$ cat config.mk
export PLATFORM = sky130hd
export DESIGN_NAME = feature_writeback
export DESIGN_NICKNAME = d
export VERILOG_FILES = /design/src/rtl/feature_writeback.sv
export SDC_FILE = /design/constraint.sdc
export NUM_CORES = 2
export LEC_CHECK = 0
export BUFFER_PORTS_ARGS = -buffer_cell sky130_fd_sc_hd__buf_2
export CORE_MARGIN = 10
export CORE_UTILIZATION = 54
export CTS_BUF_LIST = sky130_fd_sc_hd__clkbuf_16
export DETAILED_ROUTE_END_ITERATION = 6
export HOLD_SLACK_MARGIN = 0.02
export PLACE_DENSITY_LB_ADDON = 0.05
export SYNTH_ARGS = -nofsm -noshare
export SYNTH_HDL_FRONTEND = slang
export SYNTH_SLANG_ARGS = --single-unit
$ cat constraint.sdc
create_clock -name clk -period 6.8 [get_ports clk]
set_input_delay 0.68 -clock clk [delete_from_list [all_inputs] [get_ports clk]]
set_output_delay 0.68 -clock clk [all_outputs]
set_load 0.03 [all_outputs]
$ cat src/rtl/feature_writeback.sv
// ALU-to-feature-memory write-back: zeroes the memory after reset, then drains a small FIFO of per-flow records.
// Accepted results reach o_wr_* one cycle later at the earliest; i_wr_ready stalls the head, a full FIFO drops results.
module feature_writeback #(
   parameter int ADDR_W = 10,
   parameter int DEPTH  = 4,
   parameter int CNT_W  = 16
) (
   input  logic              clk,
   input  logic              rst_n,
   input  logic              i_alu_v,
   input  logic [31:0]       i_hash,
   input  logic [7:0]        i_max_pkt_size,
   input  logic [7:0]        i_min_pkt_size,
   input  logic [7:0]        i_max_pkt_arit,
   input  logic [7:0]        i_min_pkt_arit,
   input  logic [159:0]      i_vec_feature,
   input  logic              i_reach_thrh,
   output logic              o_wr_en,
   output logic [ADDR_W-1:0] o_wr_addr,
   output logic [191:0]      o_wr_data,
   input  logic              i_wr_ready,
   input  logic              i_lkp_v,
   input  logic [31:0]       i_lkp_hash,
   output logic              o_fwd_v,
   output logic              o_fwd_hit,
   output logic [191:0]      o_fwd_data,
   output logic              o_init_done,
   output logic              o_full,
   output logic [CNT_W-1:0]  o_drop_cnt,
   output logic [CNT_W-1:0]  o_evict_cnt
);

   localparam int PTR_W = $clog2(DEPTH);
   localparam int CW    = $clog2(DEPTH + 1);
   localparam logic [CW-1:0] FULL_CNT = CW'(DEPTH);

   typedef enum logic {INIT, RUN} state_t;

   state_t             state;
   logic [ADDR_W-1:0]  sweep_addr;
   logic [ADDR_W-1:0]  addr_mem [DEPTH];
   logic [191:0]       data_mem [DEPTH];
   logic [PTR_W-1:0]   wr_ptr;
   logic [PTR_W-1:0]   rd_ptr;
   logic [CW-1:0]      count;

   logic               empty;
   logic               full;
   logic               pop;
   logic               push_ok;
   logic [ADDR_W-1:0]  push_addr;
   logic [191:0]       push_data;
   logic [ADDR_W-1:0]  lkp_addr;
   logic               srch_hit;
   logic [191:0]       srch_data;
   logic [PTR_W-1:0]   idx;
   logic               unused_hash_bits;

   assign unused_hash_bits = ^{i_hash[31:ADDR_W], i_lkp_hash[31:ADDR_W]};

   assign empty     = (count == '0);
   assign full      = (count == FULL_CNT);
   assign pop       = (state == RUN) && !empty && i_wr_ready;
   assign push_ok   = i_alu_v && (!full || pop);
   assign push_addr = i_hash[ADDR_W-1:0];
   assign push_data = i_reach_thrh ? 192'd0 :
                      {i_vec_feature, i_max_pkt_size, i_min_pkt_size, i_max_pkt_arit, i_min_pkt_arit};
   assign lkp_addr  = i_lkp_hash[ADDR_W-1:0];

   // Held low while reset is asserted so the sweep never issues a write from reset.
   assign o_wr_en   = rst_n && ((state == INIT) || !empty);
   assign o_wr_addr = (state == INIT) ? sweep_addr : (empty ? '0 : addr_mem[rd_ptr]);
   assign o_wr_data = (state == INIT || empty) ? 192'd0 : data_mem[rd_ptr];
   assign o_full    = full;

   // Oldest to newest so the newest match wins; a same-cycle push overrides all.
   always_comb begin
      srch_hit  = 1'b0;
      srch_data = 192'd0;
      idx       = '0;
      for (int k = 0; k < DEPTH; k++) begin
         idx = rd_ptr + PTR_W'(k);
         if ((CW'(k) < count) && (addr_mem[idx] == lkp_addr)) begin
            srch_hit  = 1'b1;
            srch_data = data_mem[idx];
         end
      end
      if (push_ok && (push_addr == lkp_addr)) begin
         srch_hit  = 1'b1;
         srch_data = push_data;
      end
   end

   always_ff @(posedge clk) begin
      if (push_ok) begin
         addr_mem[wr_ptr] <= push_addr;
         data_mem[wr_ptr] <= push_data;
      end
   end

   always_ff @(posedge clk or negedge rst_n) begin
      if (!rst_n) begin
         state       <= INIT;
         sweep_addr  <= '0;
         o_init_done <= 1'b0;
      end else begin
         case (state)
            INIT: begin
               if (i_wr_ready) begin
                  sweep_addr <= sweep_addr + 1'b1;
                  if (sweep_addr == '1) begin
                     state       <= RUN;
                     o_init_done <= 1'b1;
                  end
               end
            end
            default: state <= RUN;
         endcase
      end
   end

   always_ff @(posedge clk or negedge rst_n) begin
      if (!rst_n) begin
         wr_ptr <= '0;
         rd_ptr <= '0;
         count  <= '0;
      end else begin
         if (push_ok) wr_ptr <= wr_ptr + 1'b1;
         if (pop)     rd_ptr <= rd_ptr + 1'b1;
         if (push_ok && !pop)      count <= count + CW'(1);
         else if (!push_ok && pop) count <= count - CW'(1);
      end
   end

   always_ff @(posedge clk or negedge rst_n) begin
      if (!rst_n) begin
         o_drop_cnt  <= '0;
         o_evict_cnt <= '0;
      end else begin
         if (i_alu_v && !push_ok && (o_drop_cnt != '1))
            o_drop_cnt <= o_drop_cnt + CNT_W'(1);
         if (push_ok && i_reach_thrh && (o_evict_cnt != '1))
            o_evict_cnt <= o_evict_cnt + CNT_W'(1);
      end
   end

   // Memory is still being zeroed during INIT, so pending records are not forwarded.
   always_ff @(posedge clk or negedge rst_n) begin
      if (!rst_n) begin
         o_fwd_v    <= 1'b0;
         o_fwd_hit  <= 1'b0;
         o_fwd_data <= 192'd0;
      end else begin
         o_fwd_v    <= i_lkp_v;
         o_fwd_hit  <= i_lkp_v && (state == RUN) && srch_hit;
         o_fwd_data <= (i_lkp_v && (state == RUN) && srch_hit) ? srch_data : 192'd0;
      end
   end

endmodule
== Word level (Yosys, flattened, before mapping) ==
Memories as Yosys holds them, arrays and structs flattened.
Cells that the tools add are included.
W data, S select, Z words.

* Flip-flop bits (word level): 245
* RAM bits: 808
* Output and inout port bits: 431
* Logic and storage cells: 86
* Memories kept: 2

* $add $sub $neg: 9
* Order comparisons: 4
* Eq/ne operators: 9
* Multiplexer cells: 22
* Bitwise gates (word level): 1
* Reduce and logical (&&, ||, !) cells: 28

{| class="wikitable"
|+ Memory list
! memory !! depth !! bits a word !! read ports !! clocked after Yosys merged registers in !! write ports !! RTL line !! RTL
|-
| data_mem || 4 || 192 || 4 || 0 || 1 || 42 || <nowiki>logic [191:0] data_mem [DEPTH];</nowiki>
|-
| addr_mem || 4 || 10 || 4 || 0 || 1 || 41 || <nowiki>logic [ADDR_W-1:0] addr_mem [DEPTH];</nowiki>
|}

{| class="wikitable"
|+ Operators by type and width
! kind !! count
|-
| $mux W192 || 8
|-
| $eq A10 B10 Y1 || 5
|-
| $add A16 B1 Y16 const B || 2
|-
| $ne A16 B16 Y1 const B || 2
|-
| $mux W10 || 2
|-
| $logic_and A1 B1 Y1 || 17
|-
| $add A10 B1 Y10 const B || 1
|-
| $eq A10 B10 Y1 const B || 1
|-
| $mux W1 || 10
|-
| $lt A1 B3 Y1 const A || 2
|-
| $lt A2 B3 Y1 const A || 2
|-
| $mux W3 || 2
|-
| $add A2 B1 Y2 const B || 2
|-
| $add A2 B2 Y2 const B || 2
|-
| $logic_not A1 Y1 || 4
|-
| $add A3 B1 Y3 const B || 1
|-
| $eq A3 B3 Y1 const B || 1
|-
| $logic_not A3 Y1 || 1
|-
| $logic_or A1 B1 Y1 || 3
|-
| $reduce_and A3 Y1 || 1
|-
| $sub A3 B1 Y3 const B || 1
|-
| $reduce_and A2 Y1 || 1
|-
| $reduce_bool A2 Y1 || 1
|-
| $not A1 Y1 || 1
|}

== Logic depth before layout (Yosys ltp) ==
* Word-level depth: 10
* Mapped depth: 15

== Least setup slack after synthesis ==
OpenSTA, ideal clock, no wires.

* Kind: register to register
* From: reg count[0]
* To: mem addr_mem[0][0] (enable)
* Data arrival time: 6115 ps
* Required time: 6213 ps
* Slack: 98 ps
* Cell stages (with the launch flop): 7
* Buffers on the path: 1
* Clock period less this slack: 6702 ps
* Cell sequence: dfrtp_1 > inv_1 > ha_1 > and2_1 > a21boi_0 > clkbuf_1 > and2_1

{| class="wikitable"
|+ RTL lines
! item !! RTL line !! RTL
|-
| from (decl) || 45 || <nowiki>logic [CW-1:0] count;</nowiki>
|-
| from (signal assigned) || 130 || <nowiki>if (push_ok && !pop) count <= count + CW'(1);</nowiki>
|-
| from (signal assigned) || 131 || <nowiki>else if (!push_ok && pop) count <= count - CW'(1);</nowiki>
|-
| $eq A3 B3 Y1 || 62 || <nowiki>assign full = (count == FULL_CNT);</nowiki>
|-
| named net o_full || 28 || <nowiki>output logic o_full,</nowiki>
|-
| $logic_not A1 Y1 || 64 || <nowiki>assign push_ok = i_alu_v && (!full || pop);</nowiki>
|-
| $logic_or A1 B1 Y1 || 64 ||
|-
| $logic_and A1 B1 Y1 || 64 ||
|-
| named net push_ok || 50 || <nowiki>logic push_ok;</nowiki>
|-
| $mux W1 || 95 || <nowiki>if (push_ok) begin</nowiki>
|-
| $mux W1 (not written as such) || 96 || <nowiki>addr_mem[wr_ptr] <= push_addr;</nowiki>
|-
| to (decl) || 41 ||
|}

The timed path passes the listed nets, and every way through them passes these cells.

== Final worst setup path ==
* From: reg rd_ptr[0]
* To: out o_wr_data[98]

* Cells in the longest elaborated chain, start to end: 2

{| class="wikitable"
|+ RTL lines
! item !! RTL line !! RTL
|-
| from (decl) || 44 || <nowiki>logic [PTR_W-1:0] rd_ptr;</nowiki>
|-
| from (signal assigned) || 129 || <nowiki>if (pop) rd_ptr <= rd_ptr + 1'b1;</nowiki>
|-
| $mem_v2 Z4 W192 || n/a ||
|-
| $mux W192 || 73 || <nowiki>assign o_wr_data = (state == INIT || empty) ? 192'd0 : data_mem[rd_ptr];</nowiki>
|-
| to (decl) || 20 || <nowiki>output logic [191:0] o_wr_data,</nowiki>
|}

Every way passes these cells.

==> flow_results.xml <==
<?xml version="1.0" encoding="UTF-8"?>
<metrics>
  <group name="status">
    <metric name="failed_checks" unit="">DRC</metric>
    <metric name="run_status" unit="">finished with violations</metric>
  </group>
  <group name="floorplan">
    <metric name="die_width" unit="um">367</metric>
    <metric name="core-area" unit="sq um">120000</metric>
    <metric name="initial_core_util" unit="">0.542</metric>
    <metric name="number_of_placement_rows" unit="">127</metric>
    <metric name="die_y" unit="um">367</metric>
    <metric name="io_pins" unit="">693</metric>
    <metric name="die_area" unit="sq um">134000</metric>
  </group>
  <group name="sta">
    <metric name="max-slew-margin-rel" unit="">0.211</metric>
    <metric name="rsz_0062_raised_after_global_routing" unit="">false</metric>
    <metric name="post_route_setup_tns" unit="ps">0</metric>
    <metric name="final_hold_viol_count" unit="">0</metric>
    <metric name="finalSetupViolCount" unit="">0</metric>
    <metric name="slew_viols_final" unit="">0</metric>
    <metric name="worstMarginPinSlew" unit="ps">1180</metric>
    <metric name="final.setup.worst_slack" unit="ps">1190</metric>
    <metric name="achievable-frequency" unit="MHz">178</metric>
    <metric name="worst_clock_skew" unit="ps">25.8</metric>
    <metric name="period_needed" unit="ps">5610</metric>
    <metric name="period_share" unit="">0.824</metric>
  </group>
  <group name="layout">
    <metric name="postLayoutCoreUtil" unit="">0.607</metric>
    <metric name="layout.nets" unit="">6903</metric>
    <metric name="filler_cell_count" unit="">10000</metric>
    <metric name="drive_above_1_share" unit="">0.186</metric>
    <metric name="flow.area_growth_from_synthesis" unit="%">11.9</metric>
    <metric name="final_area" unit="sq um">72700</metric>
  </group>
  <group name="drt">
    <metric name="detail-route-antenna-nets" unit="">0</metric>
    <metric name="avgViaCountPerCell" unit="">6.72</metric>
    <metric name="initialDrtViolationCount" unit="">6710</metric>
    <metric name="wl_per_cell" unit="um">27.6</metric>
    <metric name="remaining_drc_errors" unit="">1</metric>
    <metric name="total_detailed_routing_wirelength" unit="mm">230</metric>
    <metric name="routed-via-count" unit="">56100</metric>
    <metric name="first_pass_iters" unit="">7</metric>
  </group>
  <group name="synth">
    <metric name="yosys_warnings" unit="">0</metric>
    <metric name="synth_top_area_share" unit="">0.374</metric>
    <metric name="muxShareOfSynthArea" unit="">0.167</metric>
    <metric name="combinational_family_with_the_most_area_after_synthesis" unit="">compound AO/OA/AOI/OAI gates</metric>
    <metric name="xor_xnor_fraction_of_synth_area" unit="">0.0128</metric>
    <metric name="ys_seq_area_frac" unit="">0.468</metric>
    <metric name="syn-cell-area" unit="sq um">64900</metric>
    <metric name="synth_compound_gate_area_share" unit="">0.170</metric>
    <metric name="synth_cell_type_count" unit="">57</metric>
    <metric name="yosys.cell_count.top_type" unit="">sky130_fd_sc_hd__edfxtp_1</metric>
    <metric name="ys_async_sr_fraction" unit="">0.233</metric>
    <metric name="ys_ff_latch" unit="">1053</metric>
    <metric name="synth-simple-area-share" unit="">0.140</metric>
    <metric name="synth-edff-count" unit="">808</metric>
    <metric name="yosys-top-cells-area" unit="">sky130_fd_sc_hd__edfxtp_1, sky130_fd_sc_hd__mux2i_1, sky130_fd_sc_hd__dfrtp_1</metric>
    <metric name="synth-adder-area-share" unit="">0.00231</metric>
    <metric name="synth-main-ff-cell" unit="">sky130_fd_sc_hd__edfxtp_1</metric>
    <metric name="post_synth_most_frequent_cells" unit="">sky130_fd_sc_hd__edfxtp_1, sky130_fd_sc_hd__mux2i_1, sky130_fd_sc_hd__nor2_1</metric>
    <metric name="post_synth_inst_count" unit="">6396</metric>
    <metric name="syn-num-nets" unit="">6670</metric>
    <metric name="synth_largest_area_cell" unit="">sky130_fd_sc_hd__edfxtp_1</metric>
    <metric name="synth.avg_cell_area" unit="sq um">10.1</metric>
  </group>
  <group name="cts">
    <metric name="cts_repair_resize_count" unit="">0</metric>
    <metric name="cts.htree.levels" unit="">3</metric>
    <metric name="clk_root_buffer_cell" unit="">sky130_fd_sc_hd__clkbuf_16</metric>
    <metric name="cts_num_sinks" unit="">1053</metric>
    <metric name="clk_latency" unit="ps">740</metric>
    <metric name="clk_path_buf_depth" unit="">3</metric>
    <metric name="tritoncts_buffer_count" unit="">117</metric>
    <metric name="postCtsSetupBuffers" unit="">0</metric>
    <metric name="cts.reportedPaths.clkPinSlew" unit="ps">60</metric>
    <metric name="tritoncts" unit="">yes</metric>
  </group>
  <group name="setup_path">
    <metric name="start_kind" unit="">flip-flop</metric>
    <metric name="required_arrival_time_at_the_worst_endpoint" unit="ps">6120</metric>
    <metric name="timing.critical_path.slowest_cell_delay" unit="ps">1090</metric>
    <metric name="critical_path_arrival" unit="ps">4930</metric>
    <metric name="worst_path_dominant_cell_family" unit="">buffers and inverters</metric>
    <metric name="reg2reg_setup_slack" unit="ps">1580</metric>
    <metric name="cp.buffers_inverters" unit="">4</metric>
    <metric name="crit_path_cell_trace" unit="">buf_12 &gt; buf_4 &gt; buf_4 &gt; nor2_1 &gt; a211oi_1 &gt; buf_2</metric>
    <metric name="critPathCaptureType" unit="">output pin</metric>
    <metric name="slowest_stage" unit="">sky130_fd_sc_hd__dfrtp_4</metric>
    <metric name="crit_top_cell" unit="">sky130_fd_sc_hd__buf_4</metric>
    <metric name="timing_worst_setup_path_type" unit="">reg2out</metric>
    <metric name="crit_path_max_fanout" unit="">162</metric>
  </group>
  <group name="pwr">
    <metric name="leakagePower" unit="nW">28.0</metric>
    <metric name="p_per_area" unit="nW/um^2">439</metric>
    <metric name="ir_worst_vdd" unit="uV">428</metric>
  </group>
  <group name="grt">
    <metric name="vias_in_the_first_global_route" unit="">55100</metric>
    <metric name="global_route.usage.total" unit="">0.325</metric>
    <metric name="grt_overflow" unit="">0</metric>
    <metric name="grt_antenna_before_repair" unit="">9</metric>
    <metric name="use_met3" unit="">0.0814</metric>
    <metric name="grt_util_met2" unit="">0.519</metric>
    <metric name="globalRoute.busiestLayer" unit="">met2</metric>
    <metric name="grt_pass1_wl" unit="mm">341</metric>
    <metric name="grt_max_degree" unit="">191</metric>
    <metric name="met1_track_utilization_from_global_routing" unit="">0.409</metric>
  </group>
  <group name="place">
    <metric name="routabilityCongestion" unit="">0.878</metric>
    <metric name="dpl_cell_area" unit="sq um">68900</metric>
    <metric name="post-dp-hpwl" unit="mm">129</metric>
    <metric name="port-buffer-count" unit="">648</metric>
    <metric name="placement.setup.worst_slack" unit="ps">1700</metric>
  </group>
  <group name="min_path">
    <metric name="min_path_type" unit="">in2reg</metric>
  </group>
  <group name="flow_run">
    <metric name="max_cap_violations" unit="">0</metric>
  </group>
</metrics>
stage by stage:
stage | total power [W] | std cells | hold slack [ps]
global route | 0.0334 | 8348 | 96.8
finish | 0.0319 | 8348 | 126
global placement | 0.0252 | 8121 | 450
CTS | 0.0317 | 8346 | 92.0
floorplan | 0.0208 | 6396 | 384
detailed placement | 0.0255 | 8121 | 443
worst register-to-register path, cell delays in order (launching register included):
cell and delay [ps]:
sky130_fd_sc_hd__dfrtp_4 1090, sky130_fd_sc_hd__buf_4 630, sky130_fd_sc_hd__nand2b_1 140, sky130_fd_sc_hd__mux2i_1 180
sky130_fd_sc_hd__a211oi_1 100, sky130_fd_sc_hd__nor4_2 610, sky130_fd_sc_hd__nand2_4 490, sky130_fd_sc_hd__buf_4 470
sky130_fd_sc_hd__o21ai_0 260, sky130_fd_sc_hd__nor3_1 80, sky130_fd_sc_hd__a2111oi_0 950
layer usage:
layer | up-vias | part of all wire
li1 | 24700 | -
met1 | 27400 | 0.38
met2 | 3338 | 0.46
met3 | 687 | 0.11
met4 | 6 | 0.050
met5 | - | 0.00015
power by group:
group          total [W]  internal (W)  switching (W)  leakage, nW
registers        0.00867       0.00811       0.000563         10.9
clock network    0.00620       0.00350        0.00270         1.99
logic             0.0170       0.00538         0.0116         15.1
total             0.0319        0.0170         0.0149         28.0
cells by family after synthesis:
logic type / count (synthesis)
compound gates: 1629
xor+xnor: 95
fa+ha+maj: 12
buf+inv: 648
flops: 1053
mux: 1021
simple gates: 1938
registers in the layout (all words and copies together) (netlist names):
signal / count
count: 3
rd_ptr: 2
data_mem: 768
o_fwd_data: 192
addr_mem: 40
wr_ptr: 2
o_drop_cnt: 16
o_fwd_v: 1
state: 1
o_init_done: 1
sweep_addr: 10
o_fwd_hit: 1
o_evict_cnt: 16
placed cells by master (no fill, tap or decap), types with 53 or more instances in the layout:
cell / n
sky130_fd_sc_hd__nor2_1: 633
sky130_fd_sc_hd__a311oi_1: 116
sky130_fd_sc_hd__a21oi_1: 360
sky130_fd_sc_hd__a211oi_1: 298
sky130_fd_sc_hd__nand2_1: 305
sky130_fd_sc_hd__nand2b_1: 63
sky130_fd_sc_hd__a2111oi_0: 73
sky130_fd_sc_hd__o211ai_1: 61
sky130_fd_sc_hd__clkbuf_16: 119
sky130_fd_sc_hd__o21ai_0: 362
sky130_fd_sc_hd__mux2_2: 250
sky130_fd_sc_hd__nor2b_1: 238
sky130_fd_sc_hd__nor3_1: 347
sky130_fd_sc_hd__o22ai_1: 59
sky130_fd_sc_hd__nand3_1: 219
sky130_fd_sc_hd__buf_4: 66
sky130_fd_sc_hd__inv_1: 53
sky130_fd_sc_hd__xnor2_1: 54
sky130_fd_sc_hd__mux2i_1: 747
sky130_fd_sc_hd__buf_2: 646
sky130_fd_sc_hd__edfxtp_1: 808
sky130_fd_sc_hd__o31ai_1: 88
sky130_fd_sc_hd__dfrtp_1: 243
cell type report:
class	count	area, sq um	area share
tap	1612	2020	0.0278
multi-input combinational	4695	32000	0.441
clock buffer	119	2980	0.0410
antenna	2	5.00	0.0000689
clock inverter	105	746	0.0103
sequential	1053	30400	0.418
timing repair buffer	747	4410	0.0607
inverter	15	56.3	0.000775
path summary, 6_finish.rpt:
| kind | startpoint | endpoint | cells past startpoint |
|---|---|---|---|
| setup / recovery | rd_ptr[0] | o_wr_data[98] | 6 |
| hold / removal | i_lkp_v | o_fwd_v | 1 |
| setup reg to reg | rd_ptr[0] | o_fwd_data[95] | 10 |
| hold reg to reg | o_init_done | o_init_done | 2 |
| max in group asynchronous | rst_n | o_drop_cnt[3] | 4 |
| min in group asynchronous | rst_n | o_evict_cnt[8] | 2 |
what timing repair did:
| item | CTS | global route |
|---|---|---|
| endpoints found under the setup margin | 0 | 0 |
| endpoints found under the hold margin | 49 | 0 |
| hold buffers | 1 | 0 |
No activity file was read; power rests on OpenSTA's default activity.
